--- config.mk ---
export PLATFORM = sky130hd
export DESIGN_NAME = execute_stage
export DESIGN_NICKNAME = d
export VERILOG_FILES = /design/src/rtl/execute_stage.sv
export SDC_FILE = /design/constraint.sdc
export NUM_CORES = 1
export LEC_CHECK = 0
export BUFFER_PORTS_ARGS = -buffer_cell sky130_fd_sc_hd__buf_2
export CAP_MARGIN = 20
export CORE_MARGIN = 2
export CORE_UTILIZATION = 50
export CTS_BUF_LIST = sky130_fd_sc_hd__clkbuf_8 sky130_fd_sc_hd__clkbuf_16
export CTS_CLUSTER_DIAMETER = 50
export DETAILED_ROUTE_END_ITERATION = 16
export PLACE_DENSITY = 0.74
export SETUP_SLACK_MARGIN = 0.02
export SLEW_MARGIN = 15
export SYNTH_ARGS = -nofsm -noshare
export SYNTH_HDL_FRONTEND = slang
export SYNTH_SLANG_ARGS = --single-unit
--- constraint.sdc ---
create_clock -name clk -period 9.5 [get_ports clk]
set_input_delay 0.95 -clock clk [delete_from_list [all_inputs] [get_ports clk]]
set_output_delay 0.95 -clock clk [all_outputs]
set_load 0.05 [all_outputs]
--- src/rtl/execute_stage.sv ---
// Y86-64 execute stage: ALU, condition codes, branch/cmov condition evaluation
// and the E->M pipeline register.
module execute_stage #(
    parameter int unsigned WORD  = 64,
    parameter logic [3:0]  RNONE = 4'hF
) (
    input  logic            clk,
    input  logic            rst_n,
    input  logic [2:0]      E_stat,
    input  logic [3:0]      E_icode,
    input  logic [3:0]      E_ifun,
    input  logic [WORD-1:0] E_valC,
    input  logic [WORD-1:0] E_valA,
    input  logic [WORD-1:0] E_valB,
    input  logic [3:0]      E_dstE,
    input  logic [3:0]      E_dstM,
    input  logic            set_cc_en,
    input  logic            M_bubble,
    output logic [WORD-1:0] e_valE,
    output logic [3:0]      e_dstE,
    output logic            e_Cnd,
    output logic [2:0]      M_stat,
    output logic [3:0]      M_icode,
    output logic            M_Cnd,
    output logic [WORD-1:0] M_valE,
    output logic [WORD-1:0] M_valA,
    output logic [3:0]      M_dstE,
    output logic [3:0]      M_dstM,
    output logic [2:0]      cc_out
);

    localparam logic [2:0]      STAT_AOK = 3'd1;
    localparam logic [3:0]      I_NOP    = 4'h1;
    localparam logic [3:0]      I_CMOV   = 4'h2;
    localparam logic [3:0]      I_OPQ    = 4'h6;
    localparam logic [3:0]      I_JXX    = 4'h7;
    localparam logic [1:0]      F_ADD    = 2'd0;
    localparam logic [1:0]      F_SUB    = 2'd1;
    localparam logic [1:0]      F_AND    = 2'd2;
    localparam logic [1:0]      F_XOR    = 2'd3;
    localparam logic [WORD-1:0] EIGHT    = WORD'(64'd8);

    logic [WORD-1:0] alu_a_s, alu_b_s, alu_res_s;
    logic [1:0]      alu_fun_s;
    logic            alu_zero_s, of_s, cond_s, cc_we_s;
    logic [2:0]      cc_d, cc_q;

    logic [2:0]      m_stat_d, m_stat_q;
    logic [3:0]      m_icode_d, m_icode_q, m_dste_d, m_dste_q, m_dstm_d, m_dstm_q;
    logic            m_cnd_d, m_cnd_q;
    logic [WORD-1:0] m_vale_d, m_vale_q, m_vala_d, m_vala_q;

    // ALU operand and function selection by instruction class
    always_comb begin
        alu_a_s    = '0;
        alu_b_s    = '0;
        alu_fun_s  = F_ADD;
        alu_zero_s = 1'b0;
        case (E_icode)
            4'h2:       alu_a_s = E_valA;
            4'h3:       alu_a_s = E_valC;
            4'h4, 4'h5: begin alu_a_s = E_valC; alu_b_s = E_valB; end
            4'h6: begin
                alu_a_s = E_valA;
                alu_b_s = E_valB;
                if (E_ifun > 4'd3) begin
                    alu_zero_s = 1'b1;
                end else begin
                    alu_fun_s = E_ifun[1:0];
                end
            end
            4'h8, 4'hA: begin alu_a_s = EIGHT; alu_b_s = E_valB; alu_fun_s = F_SUB; end
            4'h9, 4'hB: begin alu_a_s = EIGHT; alu_b_s = E_valB; end
            default:    alu_zero_s = 1'b1;
        endcase
    end

    // ALU datapath and overflow detection
    always_comb begin
        alu_res_s = '0;
        of_s      = 1'b0;
        if (alu_zero_s) begin
            alu_res_s = '0;
        end else begin
            case (alu_fun_s)
                F_ADD: begin
                    alu_res_s = alu_b_s + alu_a_s;
                    of_s = (alu_a_s[WORD-1] == alu_b_s[WORD-1]) &&
                           (alu_res_s[WORD-1] != alu_b_s[WORD-1]);
                end
                F_SUB: begin
                    alu_res_s = alu_b_s - alu_a_s;
                    of_s = (alu_a_s[WORD-1] != alu_b_s[WORD-1]) &&
                           (alu_res_s[WORD-1] != alu_b_s[WORD-1]);
                end
                F_AND:   alu_res_s = alu_b_s & alu_a_s;
                F_XOR:   alu_res_s = alu_b_s ^ alu_a_s;
                default: alu_res_s = '0;
            endcase
        end
    end

    // Condition evaluation against the pre-update condition codes {ZF,SF,OF}
    always_comb begin
        case (E_ifun)
            4'h0:    cond_s = 1'b1;
            4'h1:    cond_s = (cc_q[1] ^ cc_q[0]) | cc_q[2];
            4'h2:    cond_s = cc_q[1] ^ cc_q[0];
            4'h3:    cond_s = cc_q[2];
            4'h4:    cond_s = ~cc_q[2];
            4'h5:    cond_s = ~(cc_q[1] ^ cc_q[0]);
            4'h6:    cond_s = ~(cc_q[1] ^ cc_q[0]) & ~cc_q[2];
            default: cond_s = 1'b0;
        endcase
    end

    assign e_valE  = alu_res_s;
    assign e_Cnd   = ((E_icode == I_CMOV) || (E_icode == I_JXX)) ? cond_s : 1'b0;
    assign e_dstE  = ((E_icode == I_CMOV) && !e_Cnd) ? RNONE : E_dstE;
    // A faulting or squashed OPq must never disturb the flags
    assign cc_we_s = (E_icode == I_OPQ) && set_cc_en && (E_stat == STAT_AOK);
    assign cc_d    = cc_we_s ? {(alu_res_s == '0), alu_res_s[WORD-1], of_s} : cc_q;

    // Next M-register contents; a bubble loads the nop pattern
    always_comb begin
        if (M_bubble) begin
            m_stat_d  = STAT_AOK;
            m_icode_d = I_NOP;
            m_cnd_d   = 1'b0;
            m_vale_d  = '0;
            m_vala_d  = '0;
            m_dste_d  = RNONE;
            m_dstm_d  = RNONE;
        end else begin
            m_stat_d  = E_stat;
            m_icode_d = E_icode;
            m_cnd_d   = e_Cnd;
            m_vale_d  = e_valE;
            m_vala_d  = E_valA;
            m_dste_d  = e_dstE;
            m_dstm_d  = E_dstM;
        end
    end

    // Condition-code and E->M pipeline registers
    always_ff @(posedge clk or negedge rst_n) begin
        if (!rst_n) begin
            cc_q      <= 3'b100;
            m_stat_q  <= STAT_AOK;
            m_icode_q <= I_NOP;
            m_cnd_q   <= 1'b0;
            m_vale_q  <= '0;
            m_vala_q  <= '0;
            m_dste_q  <= RNONE;
            m_dstm_q  <= RNONE;
        end else begin
            cc_q      <= cc_d;
            m_stat_q  <= m_stat_d;
            m_icode_q <= m_icode_d;
            m_cnd_q   <= m_cnd_d;
            m_vale_q  <= m_vale_d;
            m_vala_q  <= m_vala_d;
            m_dste_q  <= m_dste_d;
            m_dstm_q  <= m_dstm_d;
        end
    end

    assign cc_out  = cc_q;
    assign M_stat  = m_stat_q;
    assign M_icode = m_icode_q;
    assign M_Cnd   = m_cnd_q;
    assign M_valE  = m_vale_q;
    assign M_valA  = m_vala_q;
    assign M_dstE  = m_dste_q;
    assign M_dstM  = m_dstm_q;

endmodule

==> flow_summary_export.csv, run 1 <==
group,metric,value,unit
min_path,hold_path.class,"input pin to asynchronous set/reset pin",
critical_path,critPathKind,"input pin to output pin",
final_layout,nFillCells,3676,
yosys,synth_compound_area_share,32.39,%
run,maxCapViolCount,0,
floorplan,die_h,200.7,um
floorplan,die_x,200.7,um
final_layout,layout_commonest_cell,"buf_2",
pwr,p_per_area,130.7,nW/um2
floorplan,initial_core_util,50.31,%
grt,overflow,0,
cts,cts_root_buf,"clkbuf_16",
cts,cts_buffers,17,
yosys,ys.flop_type,"dfrtp_1",
detailed_routing,firstDrtPassIters,7,
cts,post_cts_resized,0,
yosys,ys_async_sr_fraction,100.0,%
sta,slew_headroom,26.76,%
cts,clk_latency,0.47,ns
final_layout,drive_above_1_share,21.25,%
sta,setup_tns,0,ns
detailed_routing,vias,23650,
cts,htreeDepth,4,
final_layout,final_cell_mix,"428 x buf_2, 231 x a21oi_1, 208 x nor2_1",
grt,grt_pass1_vias,21780,
detailed_routing,initialDrtViolationCount,3270,
critical_path,start_kind,"input pin",
detailed_routing,ant_nets,0,
floorplan,rows,72,
detailed_routing,wire_per_inst,27.35,um
final_layout,final_area,22390,um2
sta,clock_skew,0.009574,ns
yosys,synth_top_family_by_area,"compound AO/OA/AOI/OAI gates",
yosys,synthSimpleGateAreaFrac,29.16,%
yosys,synth_fa_ha_area_share,8.341,%
grt,grt_pass1_wl,138100,um
grt,grt_max_degree,86,
final_layout,seq_area,3692,um2
placed_design,gp_congestion,1.051,
sta,hold_violations,0,
yosys,synth_xor_area_share,2.263,%
grt,grt_usage,45.02,%
sta,setup_viol,0,
placed_design,dp_hpwl,73750,um
final_layout,nets,3277,
yosys,synth_area,19350,um2
yosys,syn-num-nets,2959,
floorplan,coreArea,38470,um2
placed_design,port_buffers,430,
cts,hold_buffers,0,
yosys,yosysSeqAreaShare,19.08,%
sta,whs,0.5286,ns
yosys,synth_edf_count,0,
detailed_routing,vias_per_cell,6.823,
status,status,"completed",
critical_path,cp.required,8.55,ns
cts,post-cts-setup-buffers,0,
pwr,peakVddDrop,141.3,uV
critical_path,crit_arrival,7.39,ns
pwr,power_leakage,0.01086,uW
critical_path,critPathMaxFanout,44,
cts,clockBufferDepth,2,
critical_path,crit_path_end_kind,"output pin",
sta,period_share,87.82,%
floorplan,die-area,40290,um2
cts,cts_tree,"done",
yosys,synth.area.mux_share,1.565,%
final_layout,multi_input_area,14330,um2
placed_design,place_area,21740,um2
floorplan,pin_count,431,
sta,tightest_slew,1.089,ns
sta,drv_slew,0,
sta,max_freq,0.1199,GHz
detailed_routing,drc_errors,0,
grt,antenna_found_initial,8,
yosys,synth_seq_cells,147,
sta,min_period,8.343,ns
yosys,yosysWarnings,0,
cts,clk_pin_slew_worst_paths,0.07,ns
yosys,synth_cell_types,117,
cts,clock_sinks,147,
yosys,syn_avg_cell_area,7.400,um2
sta,rsz0062_at_grt,"no",
detailed_routing,drt-total-wl,94820,um
final_layout,area_growth,15.69,%
yosys,syn_inst,2615,
-- per-layer routing --
metal | GRT usage, % | routed length, um | vias to the layer above
li1 | - | - | 10300
met1 | 58.25 | 36550 | 11200
met2 | 68.61 | 40660 | 1768
met3 | 12.34 | 11790 | 378
met4 | 23.44 | 5769 | 8
met5 | 0 | 53 | -
-- cells in the mapped netlist, types with 44 or more instances --
| master | instances | area [um2] |
|---|---|---|
| nand2_1 | 138 | 518.0 |
| nor2b_1 | 135 | 844.6 |
| nor3_1 | 83 | 415.4 |
| xnor2_1 | 44 | 385.4 |
| clkbuf_1 | 121 | 454.2 |
| nand3_1 | 75 | 375.4 |
| inv_1 | 180 | 675.7 |
| dfrtp_1 | 136 | 3403 |
| nor2_1 | 209 | 784.5 |
| o21ai_0 | 139 | 695.7 |
| ha_1 | 129 | 1614 |
| and2_1 | 73 | 456.7 |
| a21oi_1 | 233 | 1166 |
-- worst paths after layout --
| check | endpoint | cells past startpoint | slack [ns] | start |
|---|---|---|---|---|
| setup / recovery | e_valE[63] | 20 | 1.16 | E_icode[2] |
| hold / removal | M_valA[57] | 1 | 0.53 | rst_n |
| setup reg to reg | M_dstE[0] | 6 | 7.23 | cc_out[0] |
| hold reg to reg | cc_out[0] | 2 | 0.58 | cc_out[0] |
| max in group asynchronous | M_valE[17] | 2 | 7.64 | rst_n |
| min in group clk | cc_out[0] | 2 | 0.58 | cc_out[0] |
-- area by class of cell --
class                           instances  area share (%)
Timing Repair Buffer                  460           10.68
Sequential cell                       147           16.49
Inverter                              186           3.119
Multi-Input combinational cell       2121           64.00
Clock inverter                         14          0.8215
Tap cell                              518           2.895
Antenna cell                            3         0.03353
Clock buffer                           18           1.962
-- logic make-up (layout without fill, tap and decap cells) --
logic type,count (synthesis),count (layout)
DFF,147,147
and+or+nand+nor,1017,1017
adders and majority gates,129,129
muxes,29,29
xor gates and xnor gates,50,50
buffers and inverters,347,678
other,0,3
AOI/OAI and AO/OA,896,896
-- stage by stage --
step / cells / setup slack [ns] / total power (uW) / utilization [%]
floorplan: 2615 / 1.472 / 1687 / -
CTS: 3463 / 1.448 / 2874 / 58.13
detailed placement: 3431 / 1.480 / 2132 / 56.52
global placement: 3430 / 1.637 / 2122 / 56.50
finish: 3467 / 1.157 / 2926 / 58.20
global route: 3467 / 0.8517 / 3032 / 58.20
-- registers in the layout (all words and copies together), names as in the netlist --
name / cells
M_dstE: 4
M_icode: 4
M_valA: 64
cc_out: 3
M_valE: 64
M_Cnd: 1
M_dstM: 4
M_stat: 3
-- worst max-delay path, stage by stage --
cell and delay [ns]:
buf_2 0.51, nor2b_2 0.31, a21o_2 0.71, buf_4 0.40, and2_1 0.20, ha_1 0.36
a21o_1 0.25, a2111oi_0 0.51, o31a_1 0.24, o21a_1 0.14, o221ai_1 0.14, nor2_1 0.35
o21ai_0 0.28, a221oi_1 0.57, o221ai_1 0.22, a31oi_1 0.36, a211o_1 0.18, nand2_1 0.07
nor3_2 0.27, buf_2 0.32
-- where the power goes --
part	switching, uW	internal [uW]
clock	336	408
sequential	9.35	662
combinational	1070	441
Power figures use the tool's default switching activity.
==> run 2: changes to the inputs <==
--- a/config.mk
+++ b/config.mk
@@ -5,6 +5,7 @@
 export SDC_FILE = /design/constraint.sdc
 export NUM_CORES = 1
 export LEC_CHECK = 0
+export ABC_AREA = 1
 export BUFFER_PORTS_ARGS = -buffer_cell sky130_fd_sc_hd__buf_2
 export CAP_MARGIN = 20
 export CORE_MARGIN = 2
@@ -12,8 +13,10 @@
 export CTS_BUF_LIST = sky130_fd_sc_hd__clkbuf_8 sky130_fd_sc_hd__clkbuf_16
 export CTS_CLUSTER_DIAMETER = 50
 export DETAILED_ROUTE_END_ITERATION = 16
-export PLACE_DENSITY = 0.74
+export MAX_ROUTING_LAYER = met4
+export PLACE_DENSITY = 0.73
 export SETUP_SLACK_MARGIN = 0.02
+export SKIP_LAST_GASP = 1
 export SLEW_MARGIN = 15
 export SYNTH_ARGS = -nofsm -noshare
 export SYNTH_HDL_FRONTEND = slang
==> run 2 against run 1 <==
  * Die area increased by 1.4%
  * Hold slack got worse by 0.029 ns
  * Critical path depth increased by 3
  * Cell count increased by 28%
  * Core utilization increased by 0.53 points
  * Combinational power about the same
==> flow_summary_export.csv, run 2 <==
group,metric,value,unit
status,status,"completed",
critical_path,reg2reg_to,"M_dstE[1]",
sta,period_share,75.28,%
cts,clk_latency,0.47,ns
cts,clk_pin_slew_worst_paths,0.08,ns
grt,grt_pass1_vias,23580,
critical_path,worst_path_largest_cell_delay,0.65,ns
sta,slew_headroom,21.98,%
floorplan,coreArea,38740,um2
sta,drv_slew,0,
cts,cts_root_buf,"clkbuf_16",
final_layout,layout_commonest_cell,"nand2_1",
detailed_routing,wire_per_inst,22.82,um
yosys,synth_seq_cells,147,
final_layout,nets,4242,
yosys,ys_async_sr_fraction,100.0,%
yosys,synthTopCellsByCount,"792 x nand2_1, 740 x inv_1, 505 x nor2_1",
yosys,netlist.area_leader.share,17.34,%
grt,grt_pass1_wl,145500,um
yosys,synthTopCellsByArea,"dfrtp_1 17%, nand2_1 15%, inv_1 14%",
yosys,synth_top_area_cell,"dfrtp_1",
detailed_routing,ant_nets,0,
critical_path,regToRegSetupSlack,7.42,ns
placed_design,place_area,22180,um2
cts,post_cts_resized,0,
floorplan,pin_count,431,
cts,htreeDepth,4,
yosys,syn_inst,3525,
cts,cts_buffers,17,
sta,setup_viol,0,
detailed_routing,vias,25930,
sta,tightest_slew,1.163,ns
yosys,yosysSeqAreaShare,18.81,%
grt,grt_usage,49.72,%
grt,overflow,0,
detailed_routing,initialDrtViolationCount,4110,
final_layout,final_cell_mix,"789 x nand2_1, 738 x inv_1, 505 x nor2_1",
detailed_routing,drt-total-wl,101200,um
sta,clock_skew,0.004178,ns
sta,hold_violations,0,
final_layout,drive_above_1_share,16.31,%
sta,rsz0062_at_grt,"no",
run,maxCapViolCount,0,
min_path,hold_path.class,"input pin to asynchronous set/reset pin",
critical_path,cp.depth,23,
placed_design,dp_hpwl,83330,um
detailed_routing,drc_errors,0,
grt,antenna_found_initial,4,
cts,hold_buffers,0,
detailed_routing,firstDrtPassIters,7,
critical_path,r2r_cells,8,
critical_path,cp_num_buf_inv,7,
pwr,p_per_area,127.4,nW/um2
critical_path,crit_arrival,6.20,ns
critical_path,start_kind,"input pin",
sta,setup_tns,0,ns
floorplan,die_h,202.1,um
final_layout,final_area,22750,um2
final_layout,nFillCells,3991,
critical_path,critPathMaxFanout,50,
critical_path,cpMostUsedCell,"nand2_1",
placed_design,port_buffers,430,
placed_design,gp_congestion,1.161,
detailed_routing,vias_per_cell,5.848,
floorplan,die-area,40860,um2
sta,min_period,7.152,ns
critical_path,crit_path_end_kind,"output pin",
grt,grt_max_degree,77,
critical_path,endpoint,"e_valE[56]",
floorplan,die_x,202.1,um
floorplan,rows,72,
critical_path,worstPathCellList,"buf_2 -> inv_2 -> nand2_1 -> nor2_4 -> buf_4 -> a22oi_1 -> inv_1 -> ha_1 -> inv_1 -> a21oi_1 -> o21ai_0 -> a21oi_1 -> o21ai_0 -> a21oi_1 -> nand2_1 -> nand2_1 -> nand2_1 -> nand2_1 -> nand3_1 -> a21oi_1 -> nand2_1 -> inv_1 -> buf_2",
final_layout,utilization,58.73,%
critical_path,cp.required,8.55,ns
cts,clockBufferDepth,2,
critical_path,critPathTopFamily,"compound AO/OA/AOI/OAI gates",
yosys,ys.flop_type,"dfrtp_1",
critical_path,crit_start,"E_icode[0]",
pwr,peakVddDrop,132.5,uV
yosys,syn_avg_cell_area,5.569,um2
yosys,synth_cell_types,50,
sta,whs,0.4992,ns
sta,max_freq,0.1398,GHz
critical_path,critPathKind,"input pin to output pin",
cts,cts_tree,"done",
final_layout,area_growth,15.89,%
yosys,synth_edf_count,0,
yosys,synth_most_common_cell,"nand2_1",
yosys,yosysWarnings,0,
yosys,syn-num-nets,3869,
floorplan,initial_core_util,50.68,%
critical_path,cpMaxStageDelayCell,"nor2_4",
cts,post-cts-setup-buffers,0,
cts,clock_sinks,147,
yosys,synth_area,19630,um2
critical_path,r2r_start,"cc_out[0]",
pwr,power_leakage,0.01412,uW
run 2: cell count changes after synthesis, moves of 53 or more:
cell / delta
inv_1: +560
nand3_1: +225
and2_1: -71
nand2_2: +67
o21ai_0: +61
nor2_1: +296
clkbuf_1: -53
nand2_1: +654
nor2b_1: -135
run 2: stage by stage:
stage | worst slack, ns | power (uW) | std cells
6_report | 2.348 | 2897 | 4434
5_1_grt | 2.189 | 3001 | 4434
4_1_cts | 2.547 | 2812 | 4429
3_5_place_dp | 2.559 | 2135 | 4397
3_3_place_gp | 2.530 | 2132 | 4397
2_1_floorplan | 4.439 | 1645 | 3525
run 2: kinds of logic (layout without fill, tap and decap cells):
| group | after synthesis | after routing | share of synthesized area (%) |
|---|---|---|---|
| AND/OR/NAND/NOR | 1798 | 1798 | 39.18 |
| buffers and inverters | 862 | 1248 | 16.80 |
| AO/OA/AOI/OAI | 578 | 578 | 16.50 |
| flip-flops | 147 | 147 | 18.81 |
| adder cells (fa/ha/maj) | 129 | 129 | 8.222 |
| XOR/XNOR | 11 | 11 | 0.4908 |
| other | 0 | 5 | 0 |
run 2: cell type report:
class	instances	area, um2	share of cell area (%)
antenna	5	12.51	0.05500
clock buffer	18	439.2	1.930
clock inverter	14	116.4	0.5115
inverter	774	2905	12.77
multi-input combinational	2516	12670	55.70
sequential	147	3692	16.23
tap	518	648.1	2.849
timing repair buffer	442	2263	9.949
run 2: where the power goes:
part	switching [uW]	internal, uW	total [uW]
logic	1170	368	1540
registers	8.58	661	669
clock network	340	348	688
run 2: worst min-delay path by stage:
stage,from,to,slack [ns],cells past startpoint
floorplan,cc_out[2],cc_out[2],0.60,2
global placement,cc_out[2],cc_out[2],0.50,2
detailed placement,cc_out[0],cc_out[0],0.51,2
CTS,rst_n,M_valA[19],0.51,1
global route,rst_n,M_valA[7],0.55,1
finish,rst_n,M_valA[7],0.50,1
run 2: metal layers:
metal  vias to the layer above  GRT usage (%)  wire, um
met5                         -              -         0
met4                         0          18.95      4326
met3                       271          18.32     17110
met2                      2122          66.42     38610
met1                     11760          67.50     41160
li1                      11770              -         -
